$ cat config.mk
export PLATFORM = sky130hd
export DESIGN_NAME = stopwatch_ctrl_flat
export DESIGN_NICKNAME = d
export VERILOG_FILES = /design/src/rtl/stopwatch_ctrl_if.sv /design/src/rtl/stopwatch_ctrl.sv /design/src/flat_wrapper.sv
export SDC_FILE = /design/constraint.sdc
export NUM_CORES = 1
export LEC_CHECK = 0
export ABC_AREA = 1
export CAP_MARGIN = 20
export CORE_ASPECT_RATIO = 0.8
export CORE_MARGIN = 2
export CORE_UTILIZATION = 59
export DETAILED_ROUTE_END_ITERATION = 16
export PLACE_DENSITY = 0.93
export SLEW_MARGIN = 20
export SYNTH_ARGS = -nofsm -noshare
export SYNTH_HDL_FRONTEND = slang
export SYNTH_SLANG_ARGS = --single-unit
$ cat constraint.sdc
create_clock -name clk_50MHz -period 2.71 [get_ports clk_50MHz]
set_input_delay 0.271 -clock clk_50MHz [delete_from_list [all_inputs] [get_ports clk_50MHz]]
set_output_delay 0.271 -clock clk_50MHz [all_outputs]
set_load 0.03 [all_outputs]
$ cat src/rtl/stopwatch_ctrl_if.sv
// Signal bundle between the debouncer/display side and the stopwatch controller.
// The master side drives the debounced buttons and preset; the slave side drives the count and status.
interface stopwatch_ctrl_if;
  logic        start_db;
  logic        stop_db;
  logic        load_db;
  logic        reset_btn_db;
  logic [15:0] load_value;
  logic [15:0] digits;
  logic [1:0]  state;
  logic        running;
  logic        rollover;
  logic        load_err;

  modport master (
    output start_db, stop_db, load_db, reset_btn_db, load_value,
    input  digits, state, running, rollover, load_err
  );

  modport slave (
    input  start_db, stop_db, load_db, reset_btn_db, load_value,
    output digits, state, running, rollover, load_err
  );
endinterface

$ cat src/rtl/stopwatch_ctrl.sv
// Stopwatch control: button edge events, run/pause FSM, prescaler and 4-digit BCD MM:SS counter.
// All outputs are registered; events sampled on edge k are visible after edge k.
module stopwatch_ctrl #(
  parameter int TICK_DIV = 50000000,
  parameter int PW       = 26
) (
  input  logic             clk_50MHz,
  input  logic             reset,
  stopwatch_ctrl_if.slave  sw
);

  typedef enum logic [1:0] {
    IDLE  = 2'b00,
    RUN   = 2'b01,
    PAUSE = 2'b10
  } state_t;

  localparam logic [PW-1:0] TICK_LAST = PW'(TICK_DIV - 1);

  state_t        r_state;
  state_t        w_nextState;
  logic [15:0]   r_digits;
  logic [15:0]   w_nextDigits;
  logic [PW-1:0] r_presc;
  logic [PW-1:0] w_nextPresc;
  logic          r_rollover;
  logic          w_nextRollover;
  logic          r_loadErr;
  logic          w_nextLoadErr;
  logic          r_running;

  logic          r_prevStart;
  logic          r_prevStop;
  logic          r_prevLoad;
  logic          r_prevResetBtn;

  logic          w_evStart;
  logic          w_evStop;
  logic          w_evLoad;
  logic          w_evResetBtn;
  logic          w_tick;
  logic          w_loadValid;
  logic [16:0]   w_incDigits;

  // Ripple-carry BCD increment; bit 16 flags the 99:59 -> 00:00 wrap.
  function automatic logic [16:0] bcdInc(input logic [15:0] d);
    logic [3:0] secOnes;
    logic [3:0] secTens;
    logic [3:0] minOnes;
    logic [3:0] minTens;
    logic       wrap;
    secOnes = d[3:0];
    secTens = d[7:4];
    minOnes = d[11:8];
    minTens = d[15:12];
    wrap    = 1'b0;
    if (secOnes != 4'd9) begin
      secOnes = secOnes + 4'd1;
    end else begin
      secOnes = 4'd0;
      if (secTens != 4'd5) begin
        secTens = secTens + 4'd1;
      end else begin
        secTens = 4'd0;
        if (minOnes != 4'd9) begin
          minOnes = minOnes + 4'd1;
        end else begin
          minOnes = 4'd0;
          if (minTens != 4'd9) begin
            minTens = minTens + 4'd1;
          end else begin
            minTens = 4'd0;
            wrap    = 1'b1;
          end
        end
      end
    end
    return {wrap, minTens, minOnes, secTens, secOnes};
  endfunction

  assign w_evStart    = sw.start_db     & ~r_prevStart;
  assign w_evStop     = sw.stop_db      & ~r_prevStop;
  assign w_evLoad     = sw.load_db      & ~r_prevLoad;
  assign w_evResetBtn = sw.reset_btn_db & ~r_prevResetBtn;

  assign w_tick      = (r_state == RUN) && (r_presc == TICK_LAST);
  assign w_incDigits = bcdInc(r_digits);
  assign w_loadValid = (sw.load_value[15:12] <= 4'd9) && (sw.load_value[11:8] <= 4'd9) &&
                       (sw.load_value[7:4]   <= 4'd5) && (sw.load_value[3:0]  <= 4'd9);

  // History regs reset high so a button held through reset yields no event.
  always_ff @(posedge clk_50MHz) begin
    if (reset) begin
      r_prevStart    <= 1'b1;
      r_prevStop     <= 1'b1;
      r_prevLoad     <= 1'b1;
      r_prevResetBtn <= 1'b1;
    end else begin
      r_prevStart    <= sw.start_db;
      r_prevStop     <= sw.stop_db;
      r_prevLoad     <= sw.load_db;
      r_prevResetBtn <= sw.reset_btn_db;
    end
  end

  always_ff @(posedge clk_50MHz) begin
    if (reset) begin
      r_state    <= IDLE;
      r_digits   <= '0;
      r_presc    <= '0;
      r_rollover <= 1'b0;
      r_loadErr  <= 1'b0;
      r_running  <= 1'b0;
    end else begin
      r_state    <= w_nextState;
      r_digits   <= w_nextDigits;
      r_presc    <= w_nextPresc;
      r_rollover <= w_nextRollover;
      r_loadErr  <= w_nextLoadErr;
      r_running  <= (w_nextState == RUN);
    end
  end

  // In RUN a tick coinciding with stop still counts before pausing.
  always_comb begin
    w_nextState    = r_state;
    w_nextDigits   = r_digits;
    w_nextPresc    = r_presc;
    w_nextRollover = 1'b0;
    w_nextLoadErr  = 1'b0;
    if (w_evResetBtn) begin
      w_nextState  = IDLE;
      w_nextDigits = '0;
      w_nextPresc  = '0;
    end else begin
      case (r_state)
        RUN: begin
          w_nextPresc = w_tick ? '0 : r_presc + 1'b1;
          if (w_tick) begin
            w_nextDigits   = w_incDigits[15:0];
            w_nextRollover = w_incDigits[16];
          end
          if (w_evStop) begin
            w_nextState = PAUSE;
          end
        end
        IDLE, PAUSE: begin
          if (w_evLoad) begin
            if (w_loadValid) begin
              w_nextDigits = sw.load_value;
              w_nextPresc  = '0;
              w_nextState  = PAUSE;
            end else begin
              w_nextLoadErr = 1'b1;
            end
          end else if (w_evStart) begin
            w_nextState = RUN;
          end
        end
        default: begin
          w_nextState  = IDLE;
          w_nextDigits = '0;
          w_nextPresc  = '0;
        end
      endcase
    end
  end

  assign sw.digits   = r_digits;
  assign sw.state    = r_state;
  assign sw.running  = r_running;
  assign sw.rollover = r_rollover;
  assign sw.load_err = r_loadErr;

endmodule
$ cat src/flat_wrapper.sv
// flat-port wrapper written by rule: the top's interface ports become plain ports
module stopwatch_ctrl_flat 
#(
  parameter int TICK_DIV = 50000000,
  parameter int PW       = 26
)
  (clk_50MHz, reset, sw_start_db, sw_stop_db, sw_load_db, sw_reset_btn_db, sw_load_value, sw_digits, sw_state, sw_running, sw_rollover, sw_load_err);
  stopwatch_ctrl_if sw_i ();
  input  logic clk_50MHz;
  input  logic reset;
  input wire logic [$bits(sw_i.start_db)-1:0] sw_start_db;
  input wire logic [$bits(sw_i.stop_db)-1:0] sw_stop_db;
  input wire logic [$bits(sw_i.load_db)-1:0] sw_load_db;
  input wire logic [$bits(sw_i.reset_btn_db)-1:0] sw_reset_btn_db;
  input wire logic [$bits(sw_i.load_value)-1:0] sw_load_value;
  output wire logic [$bits(sw_i.digits)-1:0] sw_digits;
  output wire logic [$bits(sw_i.state)-1:0] sw_state;
  output wire logic [$bits(sw_i.running)-1:0] sw_running;
  output wire logic [$bits(sw_i.rollover)-1:0] sw_rollover;
  output wire logic [$bits(sw_i.load_err)-1:0] sw_load_err;
  assign sw_i.start_db = sw_start_db;
  assign sw_i.stop_db = sw_stop_db;
  assign sw_i.load_db = sw_load_db;
  assign sw_i.reset_btn_db = sw_reset_btn_db;
  assign sw_i.load_value = sw_load_value;
  assign sw_digits = sw_i.digits;
  assign sw_state = sw_i.state;
  assign sw_running = sw_i.running;
  assign sw_rollover = sw_i.rollover;
  assign sw_load_err = sw_i.load_err;
  stopwatch_ctrl #(.TICK_DIV(TICK_DIV), .PW(PW)) u_core (.clk_50MHz(clk_50MHz), .reset(reset), .sw(sw_i));
endmodule
==> flow_summary.yaml, run 1 <==
setup_path:
  crit_chain: "clkdlybuf4s50_1 -> nor2_1 -> nor2_1 -> nor2_1 -> nand3_1 -> nand2_2 -> nand2_4 -> nand2_4 -> inv_2 -> nand2_1 -> nor2_1"
  cp.arrival_ps: 2230
  cp_slowest_cell: "clkdlybuf4s50_1"
  start_kind: "primary input"
  crit_required_ps: 2920
  end_kind: "register"
  r2r_end: "u_core.r_presc[14]$_SDFFE_PP0P_"
  crit_family: "simple AND/OR/NAND/NOR gates"
  reg2reg_from: "u_core.r_presc[0]$_SDFFE_PP0P_"
  slowest_delay_ps: 430
  crit_buf_inv: 2
  critPathMaxFanout: 23
  reg2reg_slack_ps: 730
  criticalPathCategory: "in2reg"
  r2r.worst_path.cells: 12
  crit_top_cell: "nor2_1"
clocking:
  cts_resized: 0
  cts_inserted_buffers: 5
  cts.sink_count: 51
  cts.clk_slew.worst_paths_ps: 90
  worstSkewPairLatency_ps: 310
  cts_tree: "done"
  clockBufferDepth: 2
  cts_setup_buffers: 0
  hold_buffers: 0
  cts_root_buf: "clkbuf_8"
  htreeDepth: 2
floorplan:
  rows: 23
  start_util_pct: 61.6
  dieArea_um2: 5890
  core_area_um2: 5060
  die_y_um: 69.0
  ios: 43
  chipWidth_um: 85.3
yosys:
  synth-main-ff-cell: "dfxtp_1"
  yosys_register_bits: 51
  syn_inst: 473
  ys_seq_area_share_pct: 32.7
  async_reset_ff_share_pct: 0
  synth_area_um2: 3120
  synth-edff-count: 0
  synthesis.nets: 504
  syn_avg_cell_area_um2: 6.59
  yosysWarnings: 0
  synthDistinctLibCells: 36
final_layout:
  final_common_cell: "nand2_1"
  mostFrequentLayoutCells: "nand2_1, nor2_1, dfxtp_1"
  num-nets-final: 547
  insertedDiodeCount: 0
  drive_gt1_share_pct: 9.28
  nFillCells: 419
  syn_to_final_growth_pct: 18.3
power_and_ir_drop:
  fin_total_pwr_mw: 1.57
  power_density_nw_per_um2: 427
  p_leak_nw: 1.42
  vdd_ir_drop_max_v: 0.000431
grt:
  antenna_found_initial: 0
  grt_usage_pct: 27.9
  grt_max_degree: 24
  grt_overflow: 0
  grt_pass1_vias: 3025
  grt_pass1_wl_mm: 13.5
place:
  port_buffers: 42
  dp_hpwl_mm: 5.97
  place.gp.congestion: 0.912
timing:
  rsz0062_at_grt: "false"
  setup_tns_ps: 0
  fin_crit_sh_pct: 74.6
  slew_headroom_pct: 60.2
  period_minus_slack_ps: 2020
  worst_pin_slew_ps: 596
  maxSlewViolCount: 0
  hold_viol_final: 0
  timing.fmax_mhz: 495
  fin_skew_ps: 7.93
  setup-violations-final: 0
drt:
  wirelength_mm: 7.93
  vias_per_cell: 5.51
  routedWlPerCell_um: 13.7
  drt_iter0_drc: 296
  vias: 3190
  ant_nets: 0
  remaining_drc_errors: 0
  drtPass1Iterations: 6
run_status:
  status: "finished, final reports clean"
run:
  drv_cap: 0
worst_hold_path:
  hp-start: "u_core.r_presc[25]$_SDFFE_PP0P_"
  hp-class: "reg2reg"
  holdPathStages: 2
  min_to: "u_core.r_presc[25]$_SDFFE_PP0P_"
==> power breakdown <==
group          switching [mW]  internal, mW  leakage (nW)
Clock                   0.255         0.299        0.0612
Combinational           0.141        0.0938         0.948
Sequential             0.0190         0.767         0.413
==> final cells by class <==
class | count | area (µm²) | share of cell area, %
multi-input cells | 358 | 1820 | 49.4
flip-flops and latches | 51 | 1020 | 27.7
repair buffers | 45 | 443 | 12.0
inverters | 55 | 206 | 5.60
clock buffers | 6 | 82.6 | 2.24
well taps | 62 | 77.6 | 2.10
clock inverters | 2 | 35.0 | 0.950
==> through the flow <==
| step | area (µm²) | worst slack, ps | utilization, % | hold slack [ps] | std cells |
|---|---|---|---|---|---|
| 2_1_floorplan | 3120 | 1040 | - | 364 | 473 |
| 3_3_place_gp | 3570 | 480 | 70.5 | 469 | 571 |
| 3_5_place_dp | 3570 | 382 | 70.5 | 477 | 571 |
| 4_1_cts | 3690 | 701 | 72.8 | 489 | 579 |
| 5_1_grt | 3690 | 511 | 72.8 | 518 | 579 |
| 6_report | 3690 | 688 | 72.8 | 506 | 579 |
==> worst min-delay path: stages (launching register included) <==
cell and delay (ps):
dfxtp_1 330, nand2_1 60, a21oi_1 60
==> layer usage <==
metal	share of wire, %	wire, µm	global-route usage (%)
met1	46	3640	39.6
met2	45	3580	42.9
met3	7.1	565	4.79
met4	1.7	138	9.35
met5	0	0	0
==> state kept, by name, indices dropped and copies added, names as in the netlist <==
name                   flops
u_core.sw.digits          16
u_core.r_prevStop          1
u_core.r_prevResetBtn      1
u_core.r_prevLoad          1
u_core.sw.rollover         1
u_core.sw.state            2
u_core.sw.load_err         1
u_core.sw.running          1
u_core.r_prevStart         1
u_core.r_presc            26
==> cell families after synthesis <==
logic type | share of synthesized area [%]
and+or+nand+nor | 42.3
adders and majority gates | 3.61
AOI/OAI and AO/OA | 9.39
DFF | 32.7
buffers and inverters | 8.83
xor gates and xnor gates | 3.09
==> cells in the mapped netlist (2+ instances only) <==
cell type	count	share of area [%]
nand2_1	111	13
buf_6	4	1.4
nand3_1	24	3.9
inv_1	47	5.7
nor2_1	100	12
nand2_4	3	1.1
xor2_1	5	1.4
nor2_4	6	2.2
nor2_2	5	1.0
nor3_2	6	1.9
o21ai_0	16	2.6
o21ai_1	6	0.96
o22ai_1	2	0.40
inv_2	8	0.96
clkbuf_1	3	0.36
xnor2_1	6	1.7
nand4_4	2	1.4
ha_1	9	3.6
a21oi_1	26	4.2
nand4_1	6	1.2
nor3_1	9	1.4
nand2_2	3	0.60
nor4_1	3	0.60
dfxtp_1	51	33
==> how the worst max path moves through the flow <==
stage / to / cells past startpoint / from
floorplan: u_core.sw.digits[5]$_SDFFE_PP0P_ / 8 / u_core.sw.digits[0]$_SDFFE_PP0P_
global placement: u_core.r_presc[24]$_SDFFE_PP0P_ / 11 / sw_load_value[2]
detailed placement: u_core.r_presc[4]$_SDFFE_PP0P_ / 11 / sw_load_value[2]
CTS: u_core.r_presc[14]$_SDFFE_PP0P_ / 11 / sw_load_value[2]
global route: u_core.r_presc[7]$_SDFFE_PP0P_ / 11 / sw_load_value[2]
finish: u_core.r_presc[14]$_SDFFE_PP0P_ / 11 / sw_load_value[2]
(Power assumes the default switching activity.)
==> inputs of run 2 (changes only) <==
--- a/config.mk
+++ b/config.mk
@@ -9,9 +9,9 @@
 export CAP_MARGIN = 20
 export CORE_ASPECT_RATIO = 0.8
 export CORE_MARGIN = 2
-export CORE_UTILIZATION = 59
+export CORE_UTILIZATION = 50
 export DETAILED_ROUTE_END_ITERATION = 16
-export PLACE_DENSITY = 0.93
+export PLACE_DENSITY = 0.85
 export SLEW_MARGIN = 20
 export SYNTH_ARGS = -nofsm -noshare
 export SYNTH_HDL_FRONTEND = slang
==> constraint.sdc (replaced) <==
create_clock -name clk_50MHz -period 1.8 [get_ports clk_50MHz]
set_input_delay 0.18 -clock clk_50MHz [delete_from_list [all_inputs] [get_ports clk_50MHz]]
set_output_delay 0.18 -clock clk_50MHz [all_outputs]
set_load 0.03 [all_outputs]
==> flow_summary.yaml, run 2 (same netlist as run 1, synthesis figures left out) <==
run_status:
  status: "finished, final reports clean"
place:
  placed_cells: 610
  port_buffers: 42
  placed_area_um2: 3770
  place.gp.congestion: 0.934
  dpl_worst_slack_ps: -102
  dp_hpwl_mm: 6.43
power_and_ir_drop:
  fin_total_pwr_mw: 2.31
  power.internal_mw: 1.65
  pwr-share-seq_pct: 51.3
  p_sw_uw: 656
  p_sw_share_pct: 28.4
  p_leak_nw: 1.52
  power_density_nw_per_um2: 592
  vdd_ir_drop_max_v: 0.000370
  power_frac_comb_pct: 17.6
  clkPwrFrac_pct: 31.1
drt:
  drt_iter0_drc: 288
  routedWlPerCell_um: 13.3
  drtPass1Iterations: 5
  wl_met3_um: 505
  wirelength_mm: 8.26
  wl_met1_mm: 3.90
  remaining_drc_errors: 0
  vias_per_cell: 5.32
  routed.top_layer: "met4"
  vias: 3291
  ant_nets: 0
  wl_met2_mm: 3.79
timing:
  hold_viol_final: 0
  maxSlewViolCount: 0
  slew_headroom_pct: 78.0
  postLayoutSetupSlackWorst_ps: 89.7
  worst_pin_slew_ps: 327
  setup-violations-final: 0
  setup_tns_ps: 0
  period_minus_slack_ps: 1710
  fin_skew_ps: 15.2
  timing.fmax_mhz: 585
  rsz0062_at_grt: "false"
  fin_crit_sh_pct: 95.0
clocking:
  clockBufferDepth: 2
  cts_inserted_buffers: 5
  cts.sink_count: 51
  cts_root_buf: "clkbuf_8"
  hold_buffers: 0
  cts_tree: "done"
  cts.clk_slew.worst_paths_ps: 100
  worstSkewPairLatency_ps: 320
  htreeDepth: 2
floorplan:
  core_area_um2: 5970
  dieArea_um2: 6890
  rows: 25
  chipWidth_um: 92.3
  start_util_pct: 52.2
  ios: 43
  die_y_um: 74.6
final_layout:
  insertedDiodeCount: 0
  nFillCells: 510
  drive_gt1_share_pct: 13.9
  final_common_cell: "nand2_1"
  finish.instance_area_um2: 3900
  largest_reg_flops: 26
  syn_to_final_growth_pct: 25.0
  num-nets-final: 568
  regMostFlops: "u_core.r_presc"
  multi_input_area_um2: 1840
  seq_area_um2: 1020
  mostFrequentLayoutCells: "nand2_1, nor2_1, dfxtp_1"
  instances_no_fill: 619
grt:
  grt_pass1_wl_mm: 13.7
  grt_max_degree: 17
  grt_overflow: 0
  antenna_found_initial: 0
  grt_usage_pct: 24.9
  grt_pass1_vias: 3074
setup_path:
  start_kind: "register"
  cp.arrival_ps: 1530
  r2r_end: "u_core.sw.digits[3]$_SDFFE_PP0P_"
  critPathMaxFanout: 6
  reg2reg_from: "u_core.r_presc[0]$_SDFFE_PP0P_"
  end_kind: "primary output"
  criticalPathCategory: "reg2out"
  crit_required_ps: 1620
  reg2reg_slack_ps: 100
  r2r.worst_path.cells: 12
worst_hold_path:
  min_to: "u_core.r_prevStart$_SDFF_PP1_"
  hp-start: "sw_start_db"
  hp-class: "in2reg"
  holdPathStages: 3
run:
  drv_cap: 0
-- run 2: power groups by stage --
stage          Clock, mW  Sequential [mW]  Combinational, mW
4_1_cts            0.728             1.18              0.400
2_1_floorplan          0             1.24              0.185
5_1_grt            0.775             1.19              0.442
3_3_place_gp           0             1.20              0.385
6_report           0.717             1.18              0.406
3_5_place_dp           0             1.21              0.398
-- run 2: how the worst max path moves through the flow --
stage,startpoint,end,cells past startpoint
finish,u_core.sw.state[0]$_SDFF_PP0_,sw_state[0],2
global placement,sw_load_value[2],u_core.r_presc[7]$_SDFFE_PP0P_,12
CTS,u_core.r_presc[0]$_SDFFE_PP0P_,u_core.sw.digits[2]$_SDFFE_PP0P_,11
detailed placement,sw_load_value[2],u_core.r_presc[24]$_SDFFE_PP0P_,12
floorplan,u_core.sw.digits[0]$_SDFFE_PP0P_,u_core.sw.digits[5]$_SDFFE_PP0P_,8
global route,u_core.r_presc[0]$_SDFFE_PP0P_,u_core.sw.digits[0]$_SDFFE_PP0P_,12
-- run 2: cell type report --
type                            instances  share of cell area [%]
Clock buffer                            6                    2.12
Clock inverter                          2                   0.353
Inverter                               55                    5.30
Multi-Input combinational cell        358                    47.3
Sequential cell                        51                    26.3
Tap cell                               81                    2.60
Timing Repair Buffer                   66                    16.1
-- run 2: per-layer routing --
layer / up-vias / track usage (%)
met1: 1530 / 33.9
met4: 0 / 7.30
met5: - / 0
met2: 118 / 42.0
li1: 1633 / -
met3: 10 / 3.70
-- run 2: stage by stage --
| step | util [%] | hold WS, ps |
|---|---|---|
| 2_1_floorplan | - | 273 |
| 3_3_place_gp | 63.1 | 467 |
| 3_5_place_dp | 63.1 | 497 |
| 4_1_cts | 64.7 | 415 |
| 5_1_grt | 65.2 | 425 |
| 6_report | 65.2 | 415 |
-- run 2: critical path, stage by stage, from the launching register on --
cell and delay [ps]:
dfxtp_1 360, buf_4 160, clkdlybuf4s50_1 690
-- run 2: repair_timing --
action	CTS	global route
gates resized for setup	0	10
buffers inserted	0	1
setup endpoints to repair	0	31
==> inputs of run 3 (changes only) <==
--- a/config.mk
+++ b/config.mk
@@ -11,6 +11,7 @@
 export CORE_MARGIN = 2
 export CORE_UTILIZATION = 50
 export DETAILED_ROUTE_END_ITERATION = 16
+export GPL_TIMING_DRIVEN = 0
 export PLACE_DENSITY = 0.85
 export SLEW_MARGIN = 20
 export SYNTH_ARGS = -nofsm -noshare
==> flow_summary.yaml, run 3 (same netlist as run 1, synthesis figures left out) <==
timing:
  postLayoutSetupSlackWorst_ps: 97.8
  period_minus_slack_ps: 1700
  maxSlewViolCount: 0
  setup-violations-final: 0
  fin_crit_sh_pct: 94.6
  setup_tns_ps: 0
  fin_skew_ps: 14.7
  slew_headroom_pct: 62.7
  timing.hold.ws_ps: 394
  worst_pin_slew_ps: 559
  hold_viol_final: 0
  timing.fmax_mhz: 587
place:
  port_buffers: 42
  dp_hpwl_mm: 6.11
  place.gp.congestion: 0.935
  placed_area_um2: 3640
  placed_cells: 596
  dpl_worst_slack_ps: -167
setup_path:
  cp.arrival_ps: 1910
  crit_top_cell: "nor2_1"
  critPathMaxFanout: 10
  slowest_delay_ps: 440
  start_kind: "primary input"
  criticalPathCategory: "in2reg"
  cp_slowest_cell: "clkdlybuf4s50_1"
  reg2reg_slack_ps: 100
  crit_required_ps: 2010
  r2r.worst_path.cells: 11
  end_kind: "register"
  crit_chain: "clkdlybuf4s50_1 -> nor2_1 -> nor2_1 -> nor2_1 -> nand3_2 -> nand2_2 -> buf_6 -> inv_2 -> buf_2 -> nor3_1 -> nor3_1"
  reg2reg_from: "u_core.r_presc[0]$_SDFFE_PP0P_"
  r2r_end: "u_core.r_presc[0]$_SDFFE_PP0P_"
power_and_ir_drop:
  p_sw_uw: 699
  vdd_ir_drop_max_v: 0.000393
  power_density_nw_per_um2: 592
  p_leak_nw: 1.48
  pwr-share-seq_pct: 51.2
  clkPwrFrac_pct: 31.5
  p_sw_share_pct: 30.2
  fin_total_pwr_mw: 2.31
  power.internal_mw: 1.61
  power_frac_comb_pct: 17.2
final_layout:
  num-nets-final: 561
  instances_no_fill: 612
  regMostFlops: "u_core.r_presc"
  nFillCells: 553
  drive_gt1_share_pct: 14.5
  multi_input_area_um2: 1900
  finish.instance_area_um2: 3910
  syn_to_final_growth_pct: 25.2
  seq_area_um2: 1030
  final_common_cell: "nand2_1"
  mostFrequentLayoutCells: "nand2_1, nor2_1, inv_1"
  insertedDiodeCount: 0
  fin_util_pct: 65.4
  largest_reg_flops: 26
drt:
  vias_per_cell: 5.27
  ant_nets: 0
  wirelength_mm: 8.19
  remaining_drc_errors: 0
  vias: 3226
  routedWlPerCell_um: 13.4
  drtPass1Iterations: 6
  drt_iter0_drc: 283
grt:
  grt_overflow: 0
  grt_max_degree: 19
  antenna_found_initial: 0
  grt_usage_pct: 24.2
  grt_pass1_wl_mm: 13.3
  grt_pass1_vias: 2881
floorplan:
  rows: 25
  start_util_pct: 52.2
  core_area_um2: 5970
  dieArea_um2: 6890
  die_y_um: 74.6
  chipWidth_um: 92.3
  ios: 43
clocking:
  cts_tree: "done"
  cts_root_buf: "clkbuf_8"
  clockBufferDepth: 2
  htreeDepth: 2
  cts.sink_count: 51
  worstSkewPairLatency_ps: 320
  cts.clk_slew.worst_paths_ps: 110
  hold_buffers: 0
  cts_inserted_buffers: 5
worst_hold_path:
  hp-start: "sw_reset_btn_db"
  min_to: "u_core.r_prevResetBtn$_SDFF_PP1_"
  hp-class: "in2reg"
  holdPathStages: 3
run_status:
  status: "finished, final reports clean"
run:
  drv_cap: 0
[run 3: changes by cell type in the layout (fill, tap and decap cells not counted), sizes merged]
cell,delta
clkbuf,+3
buf,-11
clkinv,-1
inv,+2
[run 3: final cells by class]
cell class              instances  area share (%)
plain buffers                   9            1.86
clock buffers                   5            1.76
clock inverters                 3           0.673
inverters                      55            5.35
multi-input cells             358            48.6
flip-flops and latches         51            26.4
well taps                      81            2.60
repair buffers                 50            12.8
[run 3: worst max-delay path by stage]
| stage | start | endpoint | slack, ps | depth (start not counted) |
|---|---|---|---|---|
| after floorplan | u_core.sw.digits[0]$_SDFFE_PP0P_ | u_core.sw.digits[5]$_SDFFE_PP0P_ | 130 | 8 |
| after global placement | sw_load_value[14] | u_core.r_presc[6]$_SDFFE_PP0P_ | -160 | 11 |
| after detailed placement | sw_load_value[14] | u_core.r_presc[6]$_SDFFE_PP0P_ | -170 | 11 |
| after CTS | u_core.r_presc[0]$_SDFFE_PP0P_ | u_core.r_presc[21]$_SDFFE_PP0P_ | 10 | 11 |
| after global routing | u_core.r_presc[0]$_SDFFE_PP0P_ | u_core.sw.digits[13]$_SDFFE_PP0P_ | -2 | 11 |
| final | sw_load_value[14] | u_core.r_presc[9]$_SDFFE_PP0P_ | 100 | 11 |
[run 3: power groups by stage]
stage / Sequential, mW / Combinational (mW) / Clock [mW]
floorplan: 1.24 / 0.185 / 0
global placement: 1.21 / 0.353 / 0
detailed placement: 1.21 / 0.360 / 0
CTS: 1.19 / 0.362 / 0.744
global route: 1.19 / 0.434 / 0.773
finish: 1.18 / 0.399 / 0.730
[run 3: routing by layer]
metal,share of wire (%),up-vias,track usage (%)
met1,48,1478,33.6
li1,-,1621,-
met4,0.89,0,6.14
met2,44,119,40.1
met3,7.0,8,4.20
met5,0,-,0
[run 3: what timing repair did]
action / 4_1_cts / 5_1_grt
setup buffers: 0 / 7
pin swaps: 0 / 7
gates resized for setup: 2 / 24
cloned: 0 / 1
endpoints found under the setup margin: 17 / 36
[run 3: critical path, delay by kind of cell]
family | cells | cell delay, ps
buf+inv | 4 | 880
simple gates | 7 | 850
